File: src/rtl/load_store_unit.sv
// MEM-stage load/store unit for RV32I: drives a word-indexed data memory,
// extracts/extends load lanes and performs read-modify-write for SB/SH.
module load_store_unit #(
  parameter int unsigned DEPTH = 1024
) (
  input  logic        clk,
  input  logic        rst,
  input  logic        req_valid,
  output logic        req_ready,
  input  logic        req_write,
  input  logic [2:0]  req_funct3,
  input  logic [31:0] req_addr,
  input  logic [31:0] req_wdata,
  output logic        resp_valid,
  output logic [31:0] resp_rdata,
  output logic        resp_misaligned,
  output logic        resp_fault,
  output logic        mem_we,
  output logic [31:0] mem_addr,
  output logic [31:0] mem_wdata,
  input  logic [31:0] mem_rdata
);

  localparam logic [1:0] IDLE   = 2'd0;
  localparam logic [1:0] ACCESS = 2'd1;
  localparam logic [1:0] MERGE  = 2'd2;
  localparam logic [1:0] RESP   = 2'd3;

  logic [1:0]  state_q, state_d;
  logic        write_q, write_d;
  logic [2:0]  funct3_q, funct3_d;
  logic [31:0] addr_q, addr_d;
  logic [31:0] wdata_q, wdata_d;
  logic [31:0] word_q, word_d;
  logic [31:0] rdata_q, rdata_d;
  logic        mis_q, mis_d;
  logic        fault_q, fault_d;

  logic [31:0] reqIdx;
  logic        reqMis, reqIllegal, reqFault;
  logic [7:0]  laneByte;
  logic [15:0] laneHalf;
  logic [31:0] loadExt;
  logic [31:0] merged;

  // Errors are decided on the incoming request so they can answer one cycle after accept.
  always_comb begin
    reqIdx     = {2'b00, req_addr[31:2]};
    reqMis     = 1'b0;
    reqIllegal = 1'b0;
    case (req_funct3)
      3'b000:  reqIllegal = 1'b0;
      3'b100:  reqIllegal = req_write;
      3'b001:  reqMis = req_addr[0];
      3'b101: begin
        reqIllegal = req_write;
        reqMis     = !req_write && req_addr[0];
      end
      3'b010:  reqMis = |req_addr[1:0];
      default: reqIllegal = 1'b1;
    endcase
    reqFault = reqIllegal || (reqIdx >= DEPTH);
  end

  always_comb begin
    laneByte = mem_rdata[{addr_q[1:0], 3'b000} +: 8];
    laneHalf = addr_q[1] ? mem_rdata[31:16] : mem_rdata[15:0];
    case (funct3_q)
      3'b000:  loadExt = {{24{laneByte[7]}}, laneByte};
      3'b001:  loadExt = {{16{laneHalf[15]}}, laneHalf};
      3'b010:  loadExt = mem_rdata;
      3'b100:  loadExt = {24'h0, laneByte};
      3'b101:  loadExt = {16'h0, laneHalf};
      default: loadExt = 32'h0;
    endcase
  end

  // funct3[0] distinguishes SH from SB; only those two reach MERGE.
  always_comb begin
    merged = word_q;
    if (funct3_q[0]) merged[{addr_q[1], 4'b0000} +: 16] = wdata_q[15:0];
    else             merged[{addr_q[1:0], 3'b000} +: 8] = wdata_q[7:0];
  end

  always_comb begin
    state_d  = state_q;
    write_d  = write_q;
    funct3_d = funct3_q;
    addr_d   = addr_q;
    wdata_d  = wdata_q;
    word_d   = word_q;
    rdata_d  = rdata_q;
    mis_d    = mis_q;
    fault_d  = fault_q;
    case (state_q)
      IDLE: begin
        if (req_valid) begin
          write_d  = req_write;
          funct3_d = req_funct3;
          addr_d   = req_addr;
          wdata_d  = req_wdata;
          if (reqMis || reqFault) begin
            state_d = RESP;
            rdata_d = 32'h0;
            mis_d   = reqMis;
            fault_d = reqFault;
          end else begin
            state_d = ACCESS;
          end
        end
      end
      ACCESS: begin
        if (!write_q || funct3_q == 3'b010) begin
          state_d = RESP;
          rdata_d = write_q ? 32'h0 : loadExt;
          mis_d   = 1'b0;
          fault_d = 1'b0;
        end else begin
          word_d  = mem_rdata;
          state_d = MERGE;
        end
      end
      MERGE: begin
        state_d = RESP;
        rdata_d = 32'h0;
        mis_d   = 1'b0;
        fault_d = 1'b0;
      end
      default: state_d = IDLE;
    endcase
  end

  always_ff @(posedge clk or negedge rst) begin
    if (!rst) begin
      state_q  <= IDLE;
      write_q  <= 1'b0;
      funct3_q <= 3'b000;
      addr_q   <= 32'h0;
      wdata_q  <= 32'h0;
      word_q   <= 32'h0;
      rdata_q  <= 32'h0;
      mis_q    <= 1'b0;
      fault_q  <= 1'b0;
    end else begin
      state_q  <= state_d;
      write_q  <= write_d;
      funct3_q <= funct3_d;
      addr_q   <= addr_d;
      wdata_q  <= wdata_d;
      word_q   <= word_d;
      rdata_q  <= rdata_d;
      mis_q    <= mis_d;
      fault_q  <= fault_d;
    end
  end

  // Write enable comes straight from state so an asserted reset kills it at once.
  always_comb begin
    req_ready       = (state_q == IDLE);
    resp_valid      = (state_q == RESP);
    resp_rdata      = rdata_q;
    resp_misaligned = mis_q;
    resp_fault      = fault_q;
    mem_addr        = {2'b00, addr_q[31:2]};
    mem_we          = 1'b0;
    mem_wdata       = 32'h0;
    if (state_q == MERGE) begin
      mem_we    = 1'b1;
      mem_wdata = merged;
    end else if (state_q == ACCESS && write_q && funct3_q == 3'b010) begin
      mem_we    = 1'b1;
      mem_wdata = wdata_q;
    end
  end

endmodule

File: config.mk
export PLATFORM = sky130hd
export DESIGN_NAME = load_store_unit
export DESIGN_NICKNAME = d
export VERILOG_FILES = /design/src/rtl/load_store_unit.sv
export SDC_FILE = /design/constraint.sdc
export NUM_CORES = 1
export LEC_CHECK = 0
export ABC_AREA = 1
export CORE_MARGIN = 2
export CORE_UTILIZATION = 45
export DETAILED_ROUTE_END_ITERATION = 8
export DONT_BUFFER_PORTS = 1
export PLACE_DENSITY_LB_ADDON = 0.2
export SETUP_SLACK_MARGIN = 0.2
export SLEW_MARGIN = 20
export SYNTH_ARGS = -nofsm -noshare
export SYNTH_HDL_FRONTEND = slang
export SYNTH_SLANG_ARGS = --single-unit
File: constraint.sdc
create_clock -name clk -period 6.4 [get_ports clk]
set_input_delay 0.96 -clock clk [delete_from_list [all_inputs] [get_ports clk]]
set_output_delay 0.96 -clock clk [all_outputs]
set_load 0.01 [all_outputs]
==> flow_summary.yaml <==
outcome:
  status: "finished, final reports clean"
floorplan:
  die_x_um: 137
  die_y_um: 137
  pin_count: 204
  floorplan.rows: 48
  start_util: 0.461
  die-area_sq_mm: 0.0189
  core_region_area_sq_mm: 0.0174
clock_network:
  cts.path.max_buffers: 2
  post_cts_buffers: 0
  insertion_delay_ns: 0.42
  htree_levels: 4
  clk_pin_slew_ns: 0.06
  cts.hold.buffers_added: 0
  cts_tree: "yes"
  cts_resized: 0
  cts_sinks: 136
  cts_buffers: 17
  cts.root.buffer_cell: "clkbuf_16"
sta:
  skew_ns: 0.00576
  post-route-min-period_ns: 4.00
  final_max_slew_viol_count: 0
  fin_tns_setup_ns: 0
  period_share: 0.625
  slew_headroom: 0.292
  finalHoldViolCount: 0
  setup_viol: 0
  max_freq_ghz: 0.250
  worstMarginPinSlew_ns: 1.06
  rsz0062_at_grt: "false"
placed_design:
  gp_congestion: 0.958
  dp_hpwl_um: 16400
  dp.cells: 1171
  placed_area_sq_mm: 0.00778
  io_buffers: 0
synthesis:
  synthCells: 1038
  synth-main-ff-cell: "dfrtp_1"
  synth_common_cells: "236 x nand2_1, 136 x dfrtp_1, 124 x o21ai_0, 88 x inv_1, 84 x nand3_1"
  synth-seq-cells: 136
  synth_edf_count: 0
  yosysTopAreaCell: "dfrtp_1"
  synth.most_common_cell: "nand2_1"
  syn_area_sq_mm: 0.00801
  synth_area_per_cell_sq_um: 7.72
  yosysTopAreaCellShare: 0.425
  ys_warn_count: 0
  synth.distinct_cells: 31
  synthTopCellsByArea: "dfrtp_1 42%, nand2_1 11%, o21ai_0 7.7%, mux2_2 7.5%, nand3_1 5.2%"
  ys_seq_area_frac: 0.425
  ys_async_sr_fraction: 1.00
worst_setup_path:
  r2r-start: "funct3_q[0]"
  endpoint_kind: "primary output"
  cp_data_required_time_ns: 5.44
  arrival_ns: 3.04
  slowest_delay_ns: 0.77
  cp_max_fo: 34
  worstSetupPathType: "reg -> out"
  timing.critical_path.from_type: "register"
  r2r_slack_ns: 3.44
  ff2ff_path_depth: 8
  worst_r2r_endpoint: "resp_rdata[27]"
  slowest_stage: "dfrtp_1"
  crit_chain: "nor2_4 -> nand2_4 -> inv_1 -> nand3_1 -> nand2_1 -> o21ai_0 -> a31oi_1"
global_routing:
  overflow: 0
  antenna_found_initial: 2
  grt_pass1_vias: 6318
  grt_max_degree: 137
  grt_use_total: 0.247
  grt_pass1_wl_um: 35400
power_and_ir_drop:
  design_power_total_uw: 4530
  leakage_uw: 0.00399
  irDropWorstVdd_mv: 0.328
  pwr_density_cell_mw_per_mm2: 539
detailed_routing:
  dr.pass1.iters: 5
  wl_um: 23000
  vias: 6645
  drc: 0
  drtAntennaViolNets: 0
  viasPerCell: 5.51
  drt_iter0_markers: 797
  wl_per_cell_um: 19.1
layout:
  final_nets: 1077
  syn2layout_area_growth_pct: 5.09
  utilization: 0.485
  final_area_sq_mm: 0.00842
  stdcell_count: 1205
  n_fill_cell: 1723
  drive_above_1_share: 0.106
job:
  cap_violations: 0
min_path:
  hp-class: "in -> async"
## layer usage
metal / part of all wire / global-route usage
met1: 0.43 / 0.332
met2: 0.45 / 0.371
met3: 0.11 / 0.0920
met4: 0.018 / 0.0779
met5: 0 / 0
## power by group
group	internal (uW)	switching, uW	leakage (uW)
registers	1210	394	0.00168
clock network	667	398	0.000301
logic	610	1250	0.00200
total	2490	2040	0.00399
## how the worst max path moves through the flow
| stage | from | to |
|---|---|---|
| after floorplan | addr_q[1] | mem_wdata[0] |
| after global placement | funct3_q[0] | mem_wdata[7] |
| after detailed placement | funct3_q[0] | mem_wdata[7] |
| after CTS | funct3_q[0] | mem_wdata[7] |
| after global routing | funct3_q[0] | mem_wdata[7] |
| final | funct3_q[0] | mem_wdata[7] |
## cell usage in the layout, fill, tap and decap left out, drive strengths merged
cell,netlist,routed
o211ai,7,7
buf,71,3
mux2,53,53
dfrtp,136,136
clkinvlp,0,3
o22ai,9,9
nand2,239,239
nor3,12,12
ha,9,9
bufinv,0,4
diode,0,2
inv,93,96
nand4,3,3
clkbuf,25,19
clkinv,5,8
a31oi,16,16
o21ai,125,125
nor2,69,69
conb,1,2
nand3,86,86
a21oi,79,79
## logic make-up (layout without fill, tap and decap cells)
family / Yosys count / after routing / share of synthesized area
fa+ha+maj: 9 / 9 / 0.0141
flops: 136 / 136 / 0.425
other cells: 1 / 4 / 0.000468
compound gates: 236 / 236 / 0.154
buf+inv: 194 / 133 / 0.115
mux: 53 / 53 / 0.0745
simple gates: 409 / 409 / 0.217
## cell type report
cell class | instances | area [sq um] | share of cell area
Tap cell | 225 | 282 | 0.0334
Timing Repair Buffer | 3 | 22.5 | 0.00268
Antenna cell | 2 | 5.00 | 0.000595
Clock inverter | 13 | 191 | 0.0227
Inverter | 98 | 370 | 0.0440
Clock buffer | 19 | 443 | 0.0526
Sequential cell | 136 | 3400 | 0.404
Multi-Input combinational cell | 709 | 3700 | 0.440
## sequential cells by signal (all words and copies together) (netlist names)
signal           count
state_q              2
wdata_q             32
resp_rdata          32
resp_fault           1
addr_q              32
resp_misaligned      1
word_q              32
funct3_q             3
write_q              1
## per-stage QoR
step	setup slack (ns)	hold slack (ns)
5_1_grt	2.14	0.203
4_1_cts	2.46	0.213
3_5_place_dp	2.93	0.477
6_report	2.40	0.228
2_1_floorplan	3.30	0.453
3_3_place_gp	2.99	0.471
## worst max-delay path: cells and delay by family, from the launching register on
kind	cells	cell delay, ns
AO/OA/AOI/OAI	2	0.59
AND/OR/NAND/NOR	4	1.13
flip-flops	1	0.77
buffers and inverters	1	0.11
No activity file was read; power rests on OpenSTA's default activity.
